[config.mk]
export PLATFORM = sky130hd
export DESIGN_NAME = bus_slave_responder
export DESIGN_NICKNAME = d
export VERILOG_FILES = /design/src/rtl/bus_slave_responder.sv
export SDC_FILE = /design/constraint.sdc
export NUM_CORES = 1
export LEC_CHECK = 0
export BUFFER_PORTS_ARGS = -buffer_cell sky130_fd_sc_hd__clkbuf_2
export CAP_MARGIN = 20
export CORE_MARGIN = 8
export CORE_UTILIZATION = 45
export DETAILED_ROUTE_END_ITERATION = 6
export PLACE_DENSITY = 0.66
export SKIP_CTS_REPAIR_TIMING = 1
export SYNTH_ARGS = -nofsm -noshare
export SYNTH_HDL_FRONTEND = slang
export SYNTH_SLANG_ARGS = --single-unit
[constraint.sdc]
create_clock -name clk -period 2.2 [get_ports clk]
set_clock_uncertainty 0.15 [all_clocks]
set_input_delay 0.22 -clock clk [delete_from_list [all_inputs] [get_ports clk]]
set_output_delay 0.22 -clock clk [all_outputs]
set_load 0.05 [all_outputs]
[src/rtl/bus_slave_responder.sv]
// ============================================================================
// Module   : bus_slave_responder
// Purpose  : AZPR bus slave endpoint with a scratchpad memory and programmable
//            wait states. Optional macro BUS_SLAVE_ADDR_CHECK_EN flags accesses
//            with non-zero upper address bits as out of range.
// Revision : 1.0 - initial release
// ============================================================================
`default_nettype none

module bus_slave_responder #(
    parameter int DEPTH       = 16,
    parameter int IDX_W       = 4,
    parameter int WAIT_CYCLES = 1
) (
    input  logic        clk,
    input  logic        reset,
    input  logic        cs_n,
    input  logic        as_n,
    input  logic        rw,
    input  logic [29:0] addr,
    input  logic [31:0] wr_data,
    output logic [31:0] rd_data,
    output logic        rdy_n
);

    typedef enum logic [1:0] {
        S_IDLE  = 2'd0,
        S_WAIT  = 2'd1,
        S_READY = 2'd2
    } state_t;

    localparam logic [3:0]  c_wait_load = (WAIT_CYCLES > 0) ? 4'(WAIT_CYCLES - 1) : 4'd0;
    localparam logic [31:0] c_oor_data  = 32'hDEAD_BEEF;

    state_t           r_state;
    state_t           w_next;
    logic [IDX_W-1:0] r_idx;
    logic             r_rw;
    logic [3:0]       r_cnt;
    logic [31:0]      r_mem [DEPTH];

    logic             w_accept;
    logic [IDX_W-1:0] w_idx;
    logic             w_in_range;
    logic [31:0]      w_rd_word;

    assign w_accept = (r_state == S_IDLE) && !cs_n && !as_n;
    assign w_idx    = addr[IDX_W-1:0];

`ifdef BUS_SLAVE_ADDR_CHECK_EN
    logic r_oor;

    assign w_in_range = (addr[29:IDX_W] == '0);

    always_ff @(posedge clk or negedge reset) begin
        if (!reset) begin
            r_oor <= 1'b0;
        end else if (w_accept) begin
            r_oor <= !w_in_range;
        end
    end

    assign w_rd_word = r_oor ? c_oor_data : r_mem[r_idx];
`else
    // Upper address bits alias onto the scratchpad modulo DEPTH.
    assign w_in_range = 1'b1;
    assign w_rd_word  = r_mem[r_idx];
`endif

    always_ff @(posedge clk or negedge reset) begin
        if (!reset) begin
            r_state <= S_IDLE;
            r_idx   <= '0;
            r_rw    <= 1'b0;
            r_cnt   <= 4'd0;
        end else begin
            r_state <= w_next;
            if (w_accept) begin
                r_idx <= w_idx;
                r_rw  <= rw;
                r_cnt <= c_wait_load;
            end else if ((r_state == S_WAIT) && (r_cnt != 4'd0)) begin
                r_cnt <= r_cnt - 4'd1;
            end
        end
    end

    // Writes commit on the accept edge so a read in READY sees fresh data.
    always_ff @(posedge clk or negedge reset) begin
        if (!reset) begin
            for (int i = 0; i < DEPTH; i++) begin
                r_mem[i] <= '0;
            end
        end else if (w_accept && !rw && w_in_range) begin
            r_mem[w_idx] <= wr_data;
        end
    end

    always_comb begin
        w_next  = r_state;
        rdy_n   = 1'b1;
        rd_data = '0;
        case (r_state)
            S_IDLE: begin
                if (w_accept) begin
                    w_next = (WAIT_CYCLES > 0) ? S_WAIT : S_READY;
                end
            end
            S_WAIT: begin
                if (r_cnt == 4'd0) begin
                    w_next = S_READY;
                end
            end
            S_READY: begin
                rdy_n  = 1'b0;
                w_next = S_IDLE;
                // Zero outside the ready cycle keeps OR-based slave muxing safe.
                if (r_rw) begin
                    rd_data = w_rd_word;
                end
            end
            default: begin
                w_next = S_IDLE;
            end
        endcase
    end

endmodule

`default_nettype wire

==> results of run 1 <==
cell usage in the layout, fill, tap and decap left out, types with 2 or more instances in the layout:
cell,count
mux4_2,128
clkbuf_1,15
nand3b_1,32
nand3_4,3
nand3_2,12
o21ai_0,3
clkbuf_2,40
mux2i_1,31
mux2_1,32
nor2b_1,3
ha_1,2
clkbuf_16,78
dfrtp_1,519
dfrtp_4,3
nand3_1,30
nor2_1,2
buf_12,64
a21oi_1,2
o211ai_1,32
nor4b_4,2
inv_1,3
buf_8,5
nand4_1,4
clkinv_2,9
buf_6,18
buf_4,87
mux2_2,484
clkbuf_8,19
dlygate4sd3_1,39
nor4_2,2
worst paths after layout:
check	start	end	slack, ps	cells after the start
max in group asynchronous	reset	r_mem[376]$_DFFE_PN0P_	1240	4
max	r_idx[1]$_DFFE_PN0P_	rd_data[0]	-800	6
min in group asynchronous	reset	r_mem[227]$_DFFE_PN0P_	100	3
max reg2reg	r_state[1]$_DFFE_PN0P_	r_mem[453]$_DFFE_PN0P_	0	7
min	wr_data[25]	r_mem[377]$_DFFE_PN0P_	-10	2
min reg2reg	r_mem[369]$_DFFE_PN0P_	r_mem[369]$_DFFE_PN0P_	340	1
registers in the layout, summed over array words and instances, names as in the netlist:
signal,cells
r_mem,512
r_state,2
r_idx,4
r_rw,1
r_cnt,4
layer usage:
layer	GRT usage	up-vias	share of wire
met5	0	-	0.00013
met4	0.0453	2	0.018
met3	0.0324	84	0.046
met2	0.314	254	0.49
met1	0.266	7555	0.45
li1	-	5986	-
cell families after synthesis:
| family | after synthesis | synth area share |
|---|---|---|
| buffers and inverters | 136 | 0.0250 |
| adder cells (fa/ha/maj) | 2 | 0.00106 |
| flip-flops | 523 | 0.552 |
| AND/OR/NAND/NOR | 101 | 0.0287 |
| AO/OA/AOI/OAI | 39 | 0.0118 |
| multiplexers | 677 | 0.381 |
area by class of cell:
cell class,count,area [um^2],area share
Sequential cell,523,13100,0.447
Clock inverter,13,133,0.00452
Clock buffer,90,1720,0.0586
Inverter,3,11.3,0.000384
Timing Repair Buffer,277,3390,0.115
Tap cell,688,861,0.0293
Multi-Input combinational cell,819,10100,0.345
Yosys cell counts (all sizes together) (2+ instances only):
cell and count:
a21oi 2, buf 71, clkbuf 62, dfrtp 523
ha 2, inv 3, mux2 517, mux2i 32
mux4 128, nand2b 2, nand3 45, nand3b 32
nand4 4, nor2 2, nor2b 3, nor4 2
nor4b 2, o211ai 32, o21ai 3, or3b 2
critical path, delay by kind of cell (launching register included):
family | cells | cell delay (ps)
compound gates | 1 | 480
buf+inv | 3 | 590
flops | 1 | 530
mux | 2 | 410
where the power goes:
group          switching (W)  leakage, nW  internal (W)  total (W)
clock network        0.00384        0.915       0.00546    0.00930
logic                0.00372         5.95       0.00559    0.00931
registers           0.000968         7.08        0.0115     0.0124
per-stage QoR:
stage	worst slack [ps]	cell area [um^2]	power, W
after CTS	-841	28100	0.0304
after detailed placement	-160	26300	0.0210
after floorplan	-287	23800	0.0179
after global placement	-182	26300	0.0208
after global routing	-893	29300	0.0325
final	-799	29300	0.0311
==> impl_metrics.toml, run 1 <==
[floorplan]
rows = 84
fp.dieH_um = 245
core-area_um2 = 52300
die_width_um = 245
dieArea_um2 = 60200
pin_count = 100
initial_core_util = 0.453

[run_status]
violations = "negative hold slack, negative setup slack"
status = "finished with violations"

[synthesis]
syn_nets = 1547
synth_warnings = 0
async_reset_ff_frac = 1.00
postSynthCellCount = 1478
ys_ff_latch = 523
yosysTopAreaCellShare = 0.552
synth_cell_types = 32
synthFlopType = "dfrtp_1"
yosysSeqAreaShare = 0.552
synth_area_leaders = "dfrtp_1, mux2_2, mux4_2"
yosys.area.top_type = "dfrtp_1"
synth_area_per_cell_um2 = 16.0
syn_area_um2 = 23700
synth_edf_count = 0

[grt]
grt_pass1_wl_um = 89400
grt_overflow = 0
grt_max_degree = 81
grt_usage = 0.191
antenna_found_initial = 1
grt_pass1_vias = 14700

[cells_and_area]
layout.nets = 1749
nFillCells = 4081
final_cell_count_no_fill = 2413
final_util = 0.560
drive_gt1_frac = 0.562
diodes = 0
area_growth_pct = 23.8

[placement]
routabilityCongestion = 0.740
hpwl_um = 34600
portBuffers = 73
dp_cells = 2221

[clock_tree]
clock_path_buffers = 3
cts_max_level = 2
clkLatencyLatePin_ps = 610
cts_tree = "yes"
cts_buffers = 56
path_clk_slew_ps = 60
ctsRootBufferMaster = "clkbuf_16"
clkSinkCount = 523

[sta]
fmax_mhz = 333
period_share = 1.36
min_period_ps = 3000
worst_pin_slew_ps = 639
drv_slew = 0
hold_viol_final = 1
fin_ws_ps = -799
setup_tns_ps = -21220
setup_viol = 34
maxSlewHeadroom = 0.572
hold-worst-slack_ps = -10.0
rsz0062_at_grt = "yes"

[setup_path]
path_max_fanout = 8
critPathLaunchType = "flop"
cp.arrival_ps = 2630
critPathCaptureType = "output port"
slowest_stage = "dfrtp_4"
cpPeakStageDelay_ps = 530
worstPathRequired_ps = 1830
critPathMostFrequentCell = "buf_12"
crit_type = "flop to output port"
crit_chain = "buf_12 -> buf_12 -> mux4_2 -> mux2i_1 -> o211ai_1 -> clkbuf_16"

[drt]
vias = 13900
drc = 0
route.detailed.wl_per_inst_um = 24.7
drt-total-wl_um = 59500
dr.pass1.iters = 5
routed_via_density = 5.75
first_iter_violations = 861
ant_nets = 0

[power]
power_density_nw_per_um2 = 1060
power.leakage_nw = 13.9
worst_ir_drop_vdd_mv = 0.853

[flow_run]
drv_cap = 0

[hold_path]
hold_path_class = "input pin to flop"
Power figures use the tool's default switching activity.
==> inputs of run 2 (changes only) <==
--- a/config.mk
+++ b/config.mk
@@ -11,2 +11,3 @@
 export CORE_UTILIZATION = 45
+export CTS_CLUSTER_SIZE = 8
 export DETAILED_ROUTE_END_ITERATION = 6
==> constraint.sdc (replaced) <==
create_clock -name clk -period 3.1 [get_ports clk]
set_clock_uncertainty 0.15 [all_clocks]
set_input_delay 0.31 -clock clk [delete_from_list [all_inputs] [get_ports clk]]
set_output_delay 0.31 -clock clk [all_outputs]
set_load 0.1 [all_outputs]
==> impl_metrics.toml, run 2 (same netlist as run 1, synthesis figures left out) <==
[setup_path]
reg2regPathDepth = 5
critPathCaptureType = "output port"
worstPathRequired_ps = 2640
critPathLaunchType = "flop"
cp.arrival_ps = 2640
crit_type = "flop to output port"
reg2reg_from = "r_state[1]$_DFFE_PN0P_"
path_max_fanout = 32
timing.rr.end = "r_mem[310]$_DFFE_PN0P_"
rrSetupSlack_ps = 390

[cells_and_area]
layout.nets = 1659
reg_top3 = "r_mem: 512 flops, r_cnt: 4 flops, r_idx: 4 flops"
area_growth_pct = 17.9
final_common_cell = "dfrtp_1"
drive_gt1_frac = 0.555
final_area_um2 = 27900
nFillCells = 4167
top_register = "r_mem"
layout_common_cells = "dfrtp_1, mux2_2, mux4_2, clkbuf_16, buf_4"
regArea_um2 = 13100
multiInputGateArea_um2 = 10100
diodes = 0
largest_reg_flops = 512

[hold_path]
min_from = "wr_data[12]"
hold_path_class = "input pin to flop"
hold_depth = 2
hold_path_end = "r_mem[76]$_DFFE_PN0P_"

[floorplan]
die_width_um = 245
fp.dieH_um = 245
dieArea_um2 = 60200
rows = 84
initial_core_util = 0.453
pin_count = 100
core-area_um2 = 52300

[sta]
drv_slew = 0
worst_pin_slew_ps = 688
rsz0062_at_grt = "yes"
fmax_mhz = 323
period_share = 0.999
hold-worst-slack_ps = 18.0
setup_viol = 0
fin_ws_ps = 3.39
min_period_ps = 3100
maxSlewHeadroom = 0.541
hold_viol_final = 0

[clock_tree]
path_clk_slew_ps = 50
clkSinkCount = 523
ctsRootBufferMaster = "clkbuf_16"
cts_max_level = 3
cts_buffers = 75
clkLatencyLatePin_ps = 590
clock_path_buffers = 3
cts_tree = "yes"

[placement]
portBuffers = 73
dp_slack_ps = 356
routabilityCongestion = 0.711
post_dp_cell_area_um2 = 25600
hpwl_um = 32200

[grt]
grt_max_degree = 86
grt_pass1_vias = 14500
antenna_found_initial = 3
grt_usage = 0.190
grt_pass1_wl_um = 88300
grt_overflow = 0

[drt]
drc = 0
routed_via_density = 5.92
drt-total-wl_um = 57600
vias = 13500
dr.pass1.iters = 6
route.detailed.wl_per_inst_um = 25.2
first_iter_violations = 765
ant_nets = 0

[power]
power.leakage_nw = 13.2
power_density_nw_per_um2 = 779
total_power_w = 0.0218
worst_ir_drop_vdd_mv = 0.368

[flow_run]
drv_cap = 0

[run_status]
status = "complete, no violations"
==> run 2: stage by stage <==
stage | utilization | std cells | setup TNS (ps)
2_1_floorplan | - | 1478 | -8280
3_3_place_gp | 0.489 | 2170 | 0
3_5_place_dp | 0.489 | 2170 | 0
4_1_cts | 0.526 | 2253 | -5400
5_1_grt | 0.534 | 2284 | -416
6_report | 0.534 | 2284 | 0
==> run 2: worst max path at each step <==
stage	endpoint	start	cells after the start
final	rd_data[14]	r_idx[1]$_DFFE_PN0P_	5
after global placement	rd_data[14]	r_idx[1]$_DFFE_PN0P_	5
after floorplan	rd_data[0]	r_state[0]$_DFFE_PN0P_	5
after detailed placement	rd_data[14]	r_idx[1]$_DFFE_PN0P_	5
after global routing	rd_data[9]	r_idx[1]$_DFFE_PN0P_	5
after CTS	rd_data[14]	r_idx[1]$_DFFE_PN0P_	5
==> run 2: cell type report <==
class,instances,share of cell area
Clock buffer,80,0.0697
Inverter,3,0.000403
Clock inverter,3,0.000806
Timing Repair Buffer,166,0.0672
Sequential cell,523,0.469
Multi-Input combinational cell,821,0.362
Tap cell,688,0.0308
==> run 2: where the power goes <==
group | internal [W] | switching, W | total, W
registers | 0.00816 | 0.000770 | 0.00893
clock network | 0.00436 | 0.00274 | 0.00710
logic | 0.00325 | 0.00248 | 0.00573
==> run 2: critical path: stages, from the launching register on <==
cell	delay, ps
dfrtp_4	570
buf_16	270
mux4_2	530
mux2i_1	200
o211ai_1	220
buf_12	240
==> run 2: metal layers <==
metal  global-route usage  share of wire  vias to the layer above
met2                0.307           0.48                      273
li1                     -              -                     5782
met4               0.0641          0.026                        6
met3               0.0384          0.045                       94
met1                0.257           0.45                     7356
met5                    0        0.00064                        -
